File: src/rtl/qspi_txn_sched.sv
// Round-robin read/write scheduler in front of the QSPI controller, with a
// post-program status poll loop. Define SCHED_TIMEOUT_EN to bound the poll loop at MAX_POLLS.
module qspi_txn_sched #(
  parameter int unsigned POLL_GAP_CYCLES = 16,
  parameter int unsigned MAX_POLLS       = 1024
) (
  input  logic        clk,
  input  logic        rst_n,
  input  logic        i_rd_req,
  input  logic [23:0] i_rd_addr,
  input  logic [7:0]  i_rd_len,
  output logic        o_rd_ack,
  output logic        o_rd_done,
  input  logic        i_wr_req,
  input  logic [23:0] i_wr_addr,
  input  logic [7:0]  i_wr_len,
  output logic        o_wr_ack,
  output logic        o_wr_done,
  output logic        o_wr_err,
  output logic        o_read,
  output logic        o_write,
  output logic [23:0] o_addr,
  output logic [7:0]  o_byte_count,
  input  logic        i_complete,
  output logic        o_poll,
  input  logic        i_poll_done,
  input  logic [7:0]  i_status,
  output logic        o_busy
);

  localparam int unsigned PCW      = $clog2(MAX_POLLS + 1);
  localparam logic [7:0]  GAP_LOAD = 8'(POLL_GAP_CYCLES);

  typedef enum logic [2:0] {
    S_IDLE     = 3'd0,
    S_RD_RUN   = 3'd1,
    S_WR_RUN   = 3'd2,
    S_POLL_GAP = 3'd3,
    S_POLL_RUN = 3'd4
  } state_e;

  state_e           state_q, state_d;
  logic             ptr_wr_q, ptr_wr_d;    // 1: write wins the next tie
  logic [7:0]       gap_q, gap_d;
  logic [PCW-1:0]   poll_cnt_q, poll_cnt_d;
  logic [PCW-1:0]   poll_cnt_inc_s;
  logic             rd_ack_q, rd_ack_d;
  logic             rd_done_q, rd_done_d;
  logic             wr_ack_q, wr_ack_d;
  logic             wr_done_q, wr_done_d;
  logic             wr_err_q, wr_err_d;
  logic             read_q, read_d;
  logic             write_q, write_d;
  logic             poll_q, poll_d;
  logic             busy_q, busy_d;
  logic [23:0]      addr_q, addr_d;
  logic [7:0]       len_q, len_d;
  logic             unused_status_s;

  // Only the write-in-progress bit of the status byte matters here.
  assign unused_status_s = ^i_status[7:1];

  // Saturating poll count increment.
  always_comb begin
    if (poll_cnt_q == {PCW{1'b1}}) begin
      poll_cnt_inc_s = poll_cnt_q;
    end else begin
      poll_cnt_inc_s = poll_cnt_q + PCW'(1);
    end
  end

  // Next-state and next-output logic.
  always_comb begin
    state_d    = state_q;
    ptr_wr_d   = ptr_wr_q;
    gap_d      = gap_q;
    poll_cnt_d = poll_cnt_q;
    rd_ack_d   = 1'b0;
    rd_done_d  = 1'b0;
    wr_ack_d   = 1'b0;
    wr_done_d  = 1'b0;
    wr_err_d   = 1'b0;
    read_d     = 1'b0;
    write_d    = 1'b0;
    poll_d     = 1'b0;
    addr_d     = addr_q;
    len_d      = len_q;

    case (state_q)
      S_IDLE: begin
        if (i_rd_req && (!i_wr_req || !ptr_wr_q)) begin
          state_d  = S_RD_RUN;
          rd_ack_d = 1'b1;
          read_d   = 1'b1;
          addr_d   = i_rd_addr;
          len_d    = i_rd_len;
          ptr_wr_d = 1'b1;
        end else if (i_wr_req) begin
          state_d    = S_WR_RUN;
          wr_ack_d   = 1'b1;
          write_d    = 1'b1;
          addr_d     = i_wr_addr;
          len_d      = i_wr_len;
          ptr_wr_d   = 1'b0;
          poll_cnt_d = {PCW{1'b0}};
        end else begin
          state_d = S_IDLE;
        end
      end

      S_RD_RUN: begin
        if (i_complete) begin
          state_d   = S_IDLE;
          rd_done_d = 1'b1;
        end else begin
          read_d = 1'b1;
        end
      end

      S_WR_RUN: begin
        if (i_complete) begin
          state_d = S_POLL_GAP;
          gap_d   = GAP_LOAD;
        end else begin
          write_d = 1'b1;
        end
      end

      // gap_q counts down the quiet cycles before each status read
      S_POLL_GAP: begin
        if (gap_q <= 8'd1) begin
          state_d = S_POLL_RUN;
          gap_d   = 8'd0;
          poll_d  = 1'b1;
        end else begin
          gap_d = gap_q - 8'd1;
        end
      end

      S_POLL_RUN: begin
        if (i_poll_done) begin
          poll_cnt_d = poll_cnt_inc_s;
          if (i_status[0]) begin
`ifdef SCHED_TIMEOUT_EN
            if (poll_cnt_q >= PCW'(MAX_POLLS - 1)) begin
              state_d   = S_IDLE;
              wr_done_d = 1'b1;
              wr_err_d  = 1'b1;
            end else begin
              state_d = S_POLL_GAP;
              gap_d   = GAP_LOAD;
            end
`else
            state_d = S_POLL_GAP;
            gap_d   = GAP_LOAD;
`endif
          end else begin
            state_d   = S_IDLE;
            wr_done_d = 1'b1;
          end
        end else begin
          poll_d = 1'b1;
        end
      end

      default: begin
        state_d = S_IDLE;
      end
    endcase

    busy_d = (state_d != S_IDLE);
  end

  // State and registered outputs, synchronous active-low reset.
  always_ff @(posedge clk) begin
    if (!rst_n) begin
      state_q    <= S_IDLE;
      ptr_wr_q   <= 1'b0;
      gap_q      <= 8'd0;
      poll_cnt_q <= {PCW{1'b0}};
      rd_ack_q   <= 1'b0;
      rd_done_q  <= 1'b0;
      wr_ack_q   <= 1'b0;
      wr_done_q  <= 1'b0;
      wr_err_q   <= 1'b0;
      read_q     <= 1'b0;
      write_q    <= 1'b0;
      poll_q     <= 1'b0;
      busy_q     <= 1'b0;
      addr_q     <= 24'd0;
      len_q      <= 8'd0;
    end else begin
      state_q    <= state_d;
      ptr_wr_q   <= ptr_wr_d;
      gap_q      <= gap_d;
      poll_cnt_q <= poll_cnt_d;
      rd_ack_q   <= rd_ack_d;
      rd_done_q  <= rd_done_d;
      wr_ack_q   <= wr_ack_d;
      wr_done_q  <= wr_done_d;
      wr_err_q   <= wr_err_d;
      read_q     <= read_d;
      write_q    <= write_d;
      poll_q     <= poll_d;
      busy_q     <= busy_d;
      addr_q     <= addr_d;
      len_q      <= len_d;
    end
  end

  assign o_rd_ack     = rd_ack_q;
  assign o_rd_done    = rd_done_q;
  assign o_wr_ack     = wr_ack_q;
  assign o_wr_done    = wr_done_q;
  assign o_wr_err     = wr_err_q;
  assign o_read       = read_q;
  assign o_write      = write_q;
  assign o_poll       = poll_q;
  assign o_busy       = busy_q;
  assign o_addr       = addr_q;
  assign o_byte_count = len_q;

endmodule

File: config.mk
export PLATFORM = sky130hd
export DESIGN_NAME = qspi_txn_sched
export DESIGN_NICKNAME = d
export VERILOG_FILES = /design/src/rtl/qspi_txn_sched.sv
export SDC_FILE = /design/constraint.sdc
export NUM_CORES = 1
export LEC_CHECK = 0
export BUFFER_PORTS_ARGS = -buffer_cell sky130_fd_sc_hd__buf_2
export CORE_MARGIN = 8
export CORE_UTILIZATION = 41
export CTS_CLUSTER_DIAMETER = 200
export DETAILED_ROUTE_END_ITERATION = 12
export PLACE_DENSITY = 0.83
export SETUP_SLACK_MARGIN = 0.3
export SYNTH_ARGS = -nofsm -noshare
export SYNTH_HDL_FRONTEND = slang
export SYNTH_SLANG_ARGS = --single-unit
File: constraint.sdc
create_clock -name clk -period 1.6 [get_ports clk]
set_input_delay 0.08 -clock clk [delete_from_list [all_inputs] [get_ports clk]]
set_output_delay 0.08 -clock clk [all_outputs]
set_load 0.01 [all_outputs]
==> impl_metrics.json <==
{
  "grt.overflow.total": 0,
  "drt_iter0_markers": 178,
  "cts_inserted_buffers": 5,
  "synth_cells": 286,
  "period_share": 0.896,
  "ys_seq_area_frac": 0.453,
  "clk_latency_ns": 0.30,
  "reg2reg_to": "o_addr[9]",
  "sw_frac_of_total": 0.349,
  "worstPathArrival_ns": 1.63,
  "cpMaxStageDelayCell": "dfxtp_4",
  "slowest_delay_ns": 0.38,
  "rrSetupSlack_ns": 0.17,
  "wl_per_cell_um": 18.5,
  "rsz0062_at_grt": "true",
  "root_buffer": "clkbuf_8",
  "rr_startpoint": "state_q[0]",
  "hold_ws_ns": 0.0266,
  "crit_path_start_kind": "register",
  "ios": 119,
  "die_height_um": 90.9,
  "setup_viol": 0,
  "min_from": "i_rd_addr[13]",
  "fin_crit_ns": 1.43,
  "end_kind": "register",
  "p_per_area_nw_per_um2": 1090,
  "ir_drop_mv": 0.567,
  "drcViolationCount": 0,
  "holdPathStages": 3,
  "crit_path_frequent_cell": "nor2_4",
  "grt_usage": 0.187,
  "h-tree-depth": 2,
  "ys_warn_count": 0,
  "ys_async_sr_fraction": 0,
  "io_buffers": 110,
  "critPathBufInv": 2,
  "cts.path.max_buffers": 2,
  "stdcell_count": 491,
  "finalPower_w": 0.00408,
  "clkTransAtPathRegs_ns": 0.10,
  "place_congestion": 0.807,
  "rows": 27,
  "place_hpwl_mm": 5.37,
  "vias": 2719,
  "slew_viol_final": 0,
  "clkPwrFrac": 0.191,
  "p_seq_frac": 0.401,
  "internal_power_w": 0.00266,
  "r2r_cells": 7,
  "clock.fmax_mhz": 697,
  "cts_tree": "yes",
  "fp.coreArea_um2": 5470,
  "synth_edf_count": 0,
  "dp.cells": 461,
  "antenna_left": 0,
  "p_sw_w": 0.00143,
  "synth_area_um2": 2300,
  "p_leak_nw": 1.68,
  "max-cap-violations": 0,
  "timing.setup.tns_ns": 0,
  "synth_top_cell_area_share": 0.453,
  "hp-class": "in -> reg",
  "critPathKind": "reg -> reg",
  "grt_pass1_vias": 2588,
  "hold_buffers": 0,
  "antenna_found_initial": 0,
  "hold_viol": 0,
  "skew_ns": 0.00796,
  "layout-drive-gt1-share": 0.535,
  "worstPathMaxFanout": 6,
  "cts_sinks": 52,
  "syn_to_final_growth_pct": 62.5,
  "synth-main-ff-cell": "dfxtp_1",
  "die_width_um": 90.9,
  "path_delay_family": "flip-flops",
  "wirelength_mm": 9.11,
  "synth_seq_cells": 52,
  "p_comb_frac": 0.407,
  "synth.largest_area_cell": "dfxtp_1",
  "hold_end": "o_addr[13]",
  "routed_via_density": 5.54,
  "worstPathRequired_ns": 1.80,
  "die_area_um2": 8260,
  "drtPass1Iterations": 6,
  "synth_area_leaders": "dfxtp_1 45%, a311oi_1 12%, nand2_1 12%, nor2_1 8.2%, xor2_1 1.9%",
  "syn-num-nets": 366,
  "syn_area_per_cell_um2": 8.04,
  "num_antenna_cells": 0,
  "crit_chain": "nor2_4 > o21ai_2 > nor2_4 > buf_6 > clkbuf_16 > nor2_1 > a311oi_1",
  "synth.distinct_cells": 41,
  "grt_first_pass_wirelength_mm": 12.9,
  "status": "finished clean",
  "start_util": 0.420,
  "grt_max_degree": 26,
  "nets": 498
}
## worst max path at each step
stage,from,endpoint,cells past startpoint
5_1_grt,state_q[0],o_addr[9],7
4_1_cts,gap_q[0],gap_q[1],7
2_1_floorplan,gap_q[1],gap_q[1],7
3_3_place_gp,gap_q[0],gap_q[1],7
3_5_place_dp,state_q[0],o_addr[4],6
6_report,state_q[0],o_addr[9],7
## worst reg2reg max path, delay by kind of cell, from the launching register on
family | cells | cell delay, ns
flops | 1 | 0.38
compound gates | 2 | 0.33
simple gates | 3 | 0.30
buf+inv | 2 | 0.33
## registers in the layout, indices dropped and copies added (netlist names)
name / count
o_addr: 24
gap_q: 8
o_byte_count: 8
state_q: 3
o_busy: 1
o_poll: 1
o_rd_ack: 1
o_rd_done: 1
o_read: 1
o_wr_ack: 1
o_wr_done: 1
o_write: 1
ptr_wr_q: 1
## timing repair
action / 4_1_cts / 5_1_grt
pin swaps: 28 / 16
gates resized for setup: 40 / 43
setup endpoints to repair: 41 / 46
cloned: 4 / 4
buffers inserted: 12 / 2
hold endpoints to repair: 0 / 0
## metal layers
metal | global-route usage | routed length (um)
met5 | 0 | 0
met2 | 0.317 | 4310
met1 | 0.225 | 3710
met4 | 0.0437 | 295
met3 | 0.0574 | 791
## Yosys cell counts (4+ instances only)
master	number
a21oi_1	5
a311oi_1	32
buf_2	5
buf_4	5
clkbuf_1	9
dfxtp_1	52
inv_1	6
nand2_1	73
nor2_1	50
nor3_1	5
o21ai_0	4
xor2_1	5
## power by group through the flow
stage | clock (W) | sequential, W | combinational (W)
after floorplan | 0 | 0.00168 | 0.000578
after global placement | 0 | 0.00161 | 0.00101
after detailed placement | 0 | 0.00162 | 0.00103
after CTS | 0.000807 | 0.00161 | 0.00136
after global routing | 0.000859 | 0.00166 | 0.00178
final | 0.000781 | 0.00164 | 0.00166
## cell type report
type | instances | area, um2
clock inverters | 2 | 13.8
fillers | 418 | 1740
multi-input cells | 208 | 1460
flip-flops and latches | 52 | 1060
repair buffers | 144 | 1000
inverters | 7 | 28.8
clock buffers | 6 | 82.6
well taps | 72 | 90.1
## cells by family after synthesis
| group | count (synthesis) | synth area share |
|---|---|---|
| compound gates | 57 | 0.203 |
| fa+ha+maj | 2 | 0.0109 |
| simple gates | 142 | 0.255 |
| buf+inv | 26 | 0.0533 |
| xor+xnor | 6 | 0.0229 |
| other cells | 1 | 0.00163 |
| flops | 52 | 0.453 |
## cells in the final DEF, fill, tap and decap left out, types with 3 or more instances in the layout
cell,Yosys,layout
xor2_1,5,5
dfxtp_1,52,46
buf_16,0,4
a311oi_2,0,15
dfxtp_4,0,4
nor2_4,0,12
o21ai_1,2,3
buf_4,5,17
nor2_2,0,17
nand2_1,73,70
nor3_1,5,4
clkbuf_16,0,3
a311oi_1,32,17
buf_6,0,6
nor2_1,50,21
buf_2,5,110
clkbuf_8,0,6
inv_1,6,3
a21oi_1,5,3
## per-stage QoR
step           instance area, um2   util  setup slack (ns)
3_3_place_gp                 3010  0.550             0.205
4_1_cts                      3430  0.627             0.172
3_5_place_dp                 3010  0.550             0.124
2_1_floorplan                2350      -             0.252
5_1_grt                      3740  0.683            0.0967
6_report                     3740  0.683             0.166
Note: power is estimated with default switching activity, not from simulation.
